File: config.mk
export PLATFORM = sky130hd
export DESIGN_NAME = lock_sequencer
export DESIGN_NICKNAME = d
export VERILOG_FILES = /design/src/rtl/lock_pkg.sv /design/src/rtl/lock_timer.sv /design/src/rtl/lock_sequencer.sv
export SDC_FILE = /design/constraint.sdc
export NUM_CORES = 1
export LEC_CHECK = 0
export ABC_AREA = 1
export CAP_MARGIN = 20
export CORE_MARGIN = 8
export CORE_UTILIZATION = 58
export DETAILED_ROUTE_END_ITERATION = 6
export GPL_ROUTABILITY_DRIVEN = 0
export PLACE_DENSITY = 0.84
export SLEW_MARGIN = 20
export SYNTH_ARGS = -nofsm -noshare
export SYNTH_HDL_FRONTEND = slang
export SYNTH_SLANG_ARGS = --single-unit
File: constraint.sdc
create_clock -name clk -period 2 [get_ports clk]
set_input_delay 0.4 -clock clk [delete_from_list [all_inputs] [get_ports clk]]
set_output_delay 0.4 -clock clk [all_outputs]
set_load 0.03 [all_outputs]
File: src/rtl/lock_pkg.sv
// Shared types and defaults for the digital lock controller.
package lock_pkg;

  localparam int unsigned LOCK_DIGIT_W  = 2;
  localparam int unsigned LOCK_CODE_LEN = 3;
  localparam logic [LOCK_CODE_LEN*LOCK_DIGIT_W-1:0] LOCK_DEFAULT_CODE = 6'b01_10_11;

  typedef enum logic [2:0] {
    ENTRY,
    VERIFY,
    FAIL,
    OPEN,
    PROG,
    LOCKOUT
  } lock_state_t;

  function automatic int unsigned max_u(input int unsigned a, input int unsigned b);
    return (a > b) ? a : b;
  endfunction

endpackage

File: src/rtl/lock_timer.sv
// Loadable down-counter shared by the OPEN and LOCKOUT states; holds at zero.
module lock_timer #(
  parameter int unsigned WIDTH = 10
) (
  input  logic             clk,
  input  logic             rst,
  input  logic             load,
  input  logic [WIDTH-1:0] load_val,
  input  logic             enable,
  output logic             zero
);

  logic [WIDTH-1:0] count;

  always_ff @(posedge clk) begin
    if (rst) begin
      count <= '0;
    end else if (load) begin
      count <= load_val;
    end else if (enable && (count != '0)) begin
      count <= count - 1'b1;
    end
  end

  assign zero = (count == '0);

endmodule

File: src/rtl/lock_sequencer.sv
// Digital lock controller: code entry, verify, unlock window, lockout and re-programming.
module lock_sequencer
  import lock_pkg::*;
#(
  parameter int unsigned CODE_LEN      = LOCK_CODE_LEN,
  parameter int unsigned DIGIT_W       = LOCK_DIGIT_W,
  parameter int unsigned MAX_FAIL      = 3,
  parameter int unsigned UNLOCK_CYCLES = 500,
  parameter int unsigned LOCK_CYCLES   = 1000,
  parameter logic [CODE_LEN*DIGIT_W-1:0] DEFAULT_CODE = LOCK_DEFAULT_CODE
) (
  input  logic               clk,
  input  logic               rst,
  input  logic               mode,
  input  logic [DIGIT_W-1:0] digit,
  input  logic               enter,
  output logic [CODE_LEN-1:0] led_prog,
  output logic               clk_enb,
  output logic               unlocked,
  output logic               err,
  output logic               alarm,
  output logic               prog_active
);

  localparam int unsigned CODE_W  = CODE_LEN * DIGIT_W;
  localparam int unsigned TIMER_W = $clog2(max_u(max_u(UNLOCK_CYCLES, LOCK_CYCLES), 2));
  localparam int unsigned FAIL_W  = $clog2(MAX_FAIL + 1);
  localparam int unsigned IDX_W   = $clog2(CODE_LEN + 1);

  localparam logic [IDX_W-1:0]   LAST_IDX  = IDX_W'(CODE_LEN - 1);
  localparam logic [FAIL_W-1:0]  LAST_FAIL = FAIL_W'(MAX_FAIL - 1);
  localparam logic [TIMER_W-1:0] T_UNLOCK  = TIMER_W'(UNLOCK_CYCLES - 1);
  localparam logic [TIMER_W-1:0] T_LOCK    = TIMER_W'(LOCK_CYCLES - 1);

  lock_state_t         state_q, state_nxt;
  logic [IDX_W-1:0]    idx_q, idx_nxt;
  logic [CODE_LEN-1:0] led_nxt;
  logic                mismatch_q, mismatch_nxt;
  logic [FAIL_W-1:0]   fail_q, fail_nxt;
  logic [CODE_W-1:0]   code_q, code_nxt;
  logic [CODE_W-1:0]   shadow_q, shadow_nxt, shadow_wr;
  logic [DIGIT_W-1:0]  cur_digit;
  logic [CODE_LEN-1:0] idx_hot;
  logic                enter_q;
  logic                press;
  logic                tmr_load, tmr_en, tmr_zero;
  logic [TIMER_W-1:0]  tmr_val;

  assign press = enter & ~enter_q;

  // Digit 0 lives in the MSBs, so slice i sits at offset (CODE_LEN-1-i).
  always_comb begin
    cur_digit = '0;
    shadow_wr = shadow_q;
    idx_hot   = '0;
    for (int unsigned i = 0; i < CODE_LEN; i++) begin
      if (idx_q == IDX_W'(i)) begin
        cur_digit = code_q[(CODE_LEN-1-i)*DIGIT_W +: DIGIT_W];
        shadow_wr[(CODE_LEN-1-i)*DIGIT_W +: DIGIT_W] = digit;
        idx_hot[i] = 1'b1;
      end
    end
  end

  always_comb begin
    state_nxt    = state_q;
    idx_nxt      = idx_q;
    led_nxt      = led_prog;
    mismatch_nxt = mismatch_q;
    fail_nxt     = fail_q;
    code_nxt     = code_q;
    shadow_nxt   = shadow_q;
    tmr_load     = 1'b0;
    tmr_val      = '0;
    tmr_en       = 1'b0;

    case (state_q)
      ENTRY: begin
        if (press) begin
          mismatch_nxt = mismatch_q | (digit != cur_digit);
          led_nxt      = led_prog | idx_hot;
          idx_nxt      = idx_q + 1'b1;
          if (idx_q == LAST_IDX) state_nxt = VERIFY;
        end
      end
      VERIFY: begin
        idx_nxt      = '0;
        led_nxt      = '0;
        mismatch_nxt = 1'b0;
        if (!mismatch_q) begin
          state_nxt = OPEN;
          fail_nxt  = '0;
          tmr_load  = 1'b1;
          tmr_val   = T_UNLOCK;
        end else if (fail_q == LAST_FAIL) begin
          state_nxt = LOCKOUT;
          tmr_load  = 1'b1;
          tmr_val   = T_LOCK;
        end else begin
          fail_nxt  = fail_q + 1'b1;
          state_nxt = FAIL;
        end
      end
      FAIL: begin
        state_nxt = ENTRY;
      end
      OPEN: begin
        tmr_en = 1'b1;
        // Timer expiry takes priority over a coincident press.
        if (tmr_zero) begin
          state_nxt = ENTRY;
        end else if (press) begin
          if (mode) begin
            state_nxt = PROG;
          end else begin
            tmr_load = 1'b1;
            tmr_val  = T_UNLOCK;
          end
        end
      end
      PROG: begin
        if (!mode) begin
          state_nxt = ENTRY;
          idx_nxt   = '0;
          led_nxt   = '0;
        end else if (press) begin
          shadow_nxt = shadow_wr;
          led_nxt    = led_prog | idx_hot;
          idx_nxt    = idx_q + 1'b1;
          if (idx_q == LAST_IDX) begin
            code_nxt  = shadow_wr;
            idx_nxt   = '0;
            led_nxt   = '0;
            state_nxt = ENTRY;
          end
        end
      end
      LOCKOUT: begin
        tmr_en = 1'b1;
        if (tmr_zero) begin
          state_nxt = ENTRY;
          fail_nxt  = '0;
        end
      end
      default: begin
        state_nxt = ENTRY;
      end
    endcase
  end

  always_ff @(posedge clk) begin
    if (rst) begin
      state_q     <= ENTRY;
      idx_q       <= '0;
      mismatch_q  <= 1'b0;
      fail_q      <= '0;
      code_q      <= DEFAULT_CODE;
      shadow_q    <= '0;
      enter_q     <= 1'b0;
      led_prog    <= '0;
      clk_enb     <= 1'b1;
      unlocked    <= 1'b0;
      err         <= 1'b0;
      alarm       <= 1'b0;
      prog_active <= 1'b0;
    end else begin
      state_q     <= state_nxt;
      idx_q       <= idx_nxt;
      mismatch_q  <= mismatch_nxt;
      fail_q      <= fail_nxt;
      code_q      <= code_nxt;
      shadow_q    <= shadow_nxt;
      enter_q     <= enter;
      led_prog    <= led_nxt;
      clk_enb     <= (state_nxt == ENTRY) || (state_nxt == PROG);
      unlocked    <= (state_nxt == OPEN) || (state_nxt == PROG);
      err         <= (state_nxt == FAIL);
      alarm       <= (state_nxt == LOCKOUT);
      prog_active <= (state_nxt == PROG);
    end
  end

  lock_timer #(
    .WIDTH(TIMER_W)
  ) u_timer (
    .clk      (clk),
    .rst      (rst),
    .load     (tmr_load),
    .load_val (tmr_val),
    .enable   (tmr_en),
    .zero     (tmr_zero)
  );

endmodule

-- Word level (Yosys, flattened, before mapping)
Index checks and enable logic that the tools add are counted.
W data, S select, Z words.
- register bits after elaboration: 39
- input port bits: 6
- logic and storage cells: 107
- $add $sub $neg: 3
- eq/ne operators: 16
- multiplexer cells: 52
- bitwise gates (word level): 4
- reductions and logical operators: 18
- operators with widths (kind ; count):
    $mux W3 ; 15
    $mux W10 ; 4
    $mux W9 ; 3
    $mux W2 ; 13
    $pmux W10 S2 ; 1
    $pmux W3 S5 ; 1
    $eq A3 B3 Y1 const B ; 4
    $logic_not A10 Y1 ; 1
    $mux W1 ; 10
    $reduce_bool A10 Y1 ; 1
    $sub A10 B1 Y10 const B ; 1
    $eq A3 B2 Y1 const B ; 3
    $pmux W3 S3 ; 1
    $reduce_and A3 Y1 ; 3
    $logic_not A3 Y1 ; 2
    $ne A3 B3 Y1 const B ; 2
    $pmux W2 S3 ; 1
    $reduce_bool A2 Y1 ; 3
    $add A2 B1 Y2 const B ; 2
    $eq A2 B2 Y1 const B ; 2
    $ne A2 B2 Y1 const B ; 2
    $pmux W1 S2 ; 2
    $pmux W2 S2 ; 1
    $reduce_and A4 Y1 ; 1
    other kinds (13) ; 14

-- Depth between registers and ports, before layout
- depth in word-level cells: 8
- depth in mapped cells: 11
- gate-level depth less buffers: 11

-- By module
Synthesis repeated with hierarchy kept, for this count alone.
- cell total of the unflattened synthesis: 327
- area total of the unflattened synthesis: 2199.6 um2
- by module, submodules not included (module ; instances ; cells an instance ; area each (um2)):
    lock_sequencer ; 1 ; 211 ; 1441.4
    lock_timer ; 1 ; 116 ; 758.2

-- Worst setup path after synthesis
No wires, ideal clock.
- kind: register to register
- from: register u_timer.count[0]
- to: register u_timer.count[4]
- arrival time: 1375 ps
- required time: 1887 ps
- path slack: 512 ps
- stages on the path, launching flop included: 11
- path buffers: 1
- clock period less this slack: 1488 ps
- cell sequence: dfxtp_1 inv_1 ha_1 nand2_4 nor2_4 nand2_2 buf_6 nand2_8 nand3_4 o21ai_1 nor2_1
- word-level cells in the longest chain between the ends: 4
- ends and longest elaborated chain (element ; RTL line ; text):
    from (decl) ; lock_timer.sv:13 ; logic [WIDTH-1:0] count;
    from (signal assigned) ; lock_timer.sv:19 ; count <= load_val;
    from (signal assigned) ; lock_timer.sv:21 ; count <= count - 1'b1;
    branches (longest 4 deep; another with $sub A10 B1 Y10) ; -- ;
Parallel ways; which one is timed is not known. The select of a mux whose other input is x is not followed.
A chain may end at the register's enable or synchronous reset.

-- Worst setup path in the final report
- from: register u_timer.count[0]
- to: register unlocked
- word-level cells in the longest chain between the ends: 5
- ends and longest elaborated chain (element ; RTL line ; text):
    $logic_not A10 Y1 (*) ; lock_timer.sv:25 ; assign zero = (count == '0);
    $mux W3 (on tied branches) ; lock_sequencer.sv:140, lock_sequencer.sv:110 ;
    $pmux W3 S5 (*) ; lock_sequencer.sv:77 ; case (state_q)
    $eq A3 B2 Y1 or $eq A3 B3 Y1 (tied branches) ; lock_sequencer.sv:176 ; unlocked <= (state_nxt == OPEN) || (state_nxt == PROG);
    $logic_or A1 B1 Y1 (*) ; lock_sequencer.sv:176 ;
    to (signal assigned) ; lock_sequencer.sv:176 ;
    to (decl) ; lock_sequencer.sv:19 ; output logic unlocked,
Mark *: on every way between the ends. The rest lies on a longest branch, timed or not.

==> results.cfg <==
[outcome]
status = complete, no violations

[final_layout]
layout-drive-gt1-share = 0.123
fillers = 305
fin_nets = 352
finalNonFillerCells = 389
n_antenna_cell = 0
mostFrequentLayoutCells = nand2_1, inv_1, nor2_1
area_growth_pct = 13.0
final_common_cell = nand2_1

[worst_setup_path]
path_class = register to register
worstSetupStartpointType = register
arrival_ns = 1.97
reg2reg_depth = 9
worstPathRequired_ns = 2.19
crit_fanout = 11
endpoint_kind = register

[grt]
first_global_vias = 1908
antenna_found_initial = 0
grt_overflow = 0
grt_pass1_wl_um = 8050
grt_max_degree = 13
grt_usage = 0.162

[logic_synthesis]
synth-main-ff-cell = dfxtp_1
synthTopCellsByArea = dfxtp_1, nand2_1, inv_1
synthesis.nets = 333
ys.warnings.count = 0
syn_inst = 321
async_reset_ff_frac = 0
synth_edf_count = 0
synth_top_area_share = 0.347
yosysTopAreaCell = dfxtp_1
ys_types = 29
netlist_area_um2 = 2130
ys_ff_latch = 37
syn_area_per_cell_um2 = 6.65
seq_area_frac_synth = 0.347

[placed_design]
port_buffers = 13
place_inst = 381
dpl_worst_slack_ns = 0.113
dp_hpwl_um = 3470

[cts]
cts_hold_buffers = 0
ctsLongestPathBuffers = 2
cts_sinks = 37
cts-root-buf = clkbuf_8
cts_made_buffers = 5
h-tree-depth = 2
worstSkewPairLatency_ns = 0.29
cts_resized = 0
post_cts.repair.setup_buffers = 0
cts_tree = done
clk_pin_slew_ns = 0.07

[sta]
setup_slack_ns = 0.217
min_period_ns = 1.78
setup_viol = 0
finalCritPeriodShare = 0.892
rsz0062_at_grt = false
hold_violations = 0
maxSlewHeadroom = 0.753
setup_tns_ns = 0
maxSlewViolCount = 0
clock.fmax_mhz = 561
tightest_slew_ns = 0.370
worst_clock_skew_ns = 0.00349

[routing]
vias = 1995
postRouteWirelength_um = 4580
first_pass_iters = 4
first_iter_violations = 170
drc = 0
ant_nets = 0
vias_per_cell = 5.13
wl_per_cell_um = 11.8

[power]
cellPowerDensity_nw_per_um2 = 769
peakVddDrop_v = 0.000451
total_power_mw = 1.85
leakagePower_nw = 1.09

[die]
dieArea_um2 = 5880
start_util = 0.592
die_width_um = 76.7
core_um2 = 3610
pin_count = 14
die_h_um = 76.7
rows = 22

[hold_path]
min_path_cells = 2
hold_path.class = register to register

[flow_run]
max-cap-violations = 0
synth_stat cells (2+ instances only):
master,n
nor2_1,42
inv_2,7
nand2_4,2
a21oi_1,16
nand4_1,8
dfxtp_1,37
o21ai_1,6
nand3_1,23
ha_1,6
nand2_2,5
o211ai_1,2
nor2_4,5
inv_1,44
clkbuf_1,3
o21ai_0,16
o21ai_2,2
nand2_1,77
nor3_1,4
nor2_2,5
nand3b_1,2
routing by layer:
metal,routed length (um),track usage,part of all wire,up-vias
met5,0,0,0,-
met4,51,0.0846,0.011,0
met3,230,0.0420,0.050,5
met2,2170,0.259,0.47,37
met1,2130,0.195,0.47,903
li1,-,-,-,1050
worst max-delay path: stages, from the launching register on:
cell and delay [ns]:
dfxtp_1 0.32, inv_1 0.13, ha_1 0.27, nand2_4 0.12, nor2_4 0.16, nand2_2 0.21
a21oi_2 0.30, nor2_2 0.07, nand2_1 0.06, nand2_1 0.05
per-stage QoR:
stage	hold slack, ns	cell area [um2]	utilization
floorplan	0.424	2130	-
global placement	0.440	2320	0.645
detailed placement	0.445	2320	0.645
CTS	0.457	2410	0.669
global route	0.475	2410	0.669
finish	0.452	2410	0.669
power by group:
group	internal, mW	total [mW]	switching (mW)	leakage, nW
clock	0.240	0.516	0.275	0.0439
combinational	0.182	0.530	0.348	0.746
sequential	0.776	0.808	0.0321	0.300
total	1.20	1.85	0.655	1.09
cell type report:
| class | count | area (um2) | share of cell area |
|---|---|---|---|
| clock buffers | 5 | 68.8 | 0.0285 |
| inverters | 52 | 195 | 0.0810 |
| flip-flops and latches | 37 | 741 | 0.307 |
| well taps | 48 | 60.1 | 0.0249 |
| repair buffers | 16 | 153 | 0.0633 |
| clock inverters | 3 | 17.5 | 0.00727 |
| multi-input cells | 228 | 1180 | 0.488 |
state kept, by name, summed over array words and instances (netlist names):
| register | flops |
|---|---|
| enter_q | 1 |
| clk_enb | 1 |
| u_timer.count | 10 |
| prog_active | 1 |
| state_q | 3 |
| idx_q | 2 |
| led_prog | 3 |
| alarm | 1 |
| code_q | 6 |
| mismatch_q | 1 |
| fail_q | 2 |
| err | 1 |
| shadow_q | 4 |
| unlocked | 1 |
path summary, 6_finish.rpt:
kind / startpoint / end / slack, ns
max: u_timer.count[0] / unlocked / 0.22
min reg2reg: shadow_q[4] / shadow_q[4] / 0.45
min: shadow_q[4] / shadow_q[4] / 0.45
max reg2reg: u_timer.count[0] / unlocked / 0.22
kinds of logic after synthesis:
| logic type | after synthesis | share of synthesized area |
|---|---|---|
| adder cells (fa/ha/maj) | 6 | 0.0352 |
| XOR/XNOR | 1 | 0.00410 |
| AND/OR/NAND/NOR | 176 | 0.392 |
| buffers and inverters | 56 | 0.102 |
| flip-flops | 37 | 0.347 |
| AO/OA/AOI/OAI | 45 | 0.120 |
Note: power is estimated with default switching activity, not from simulation.
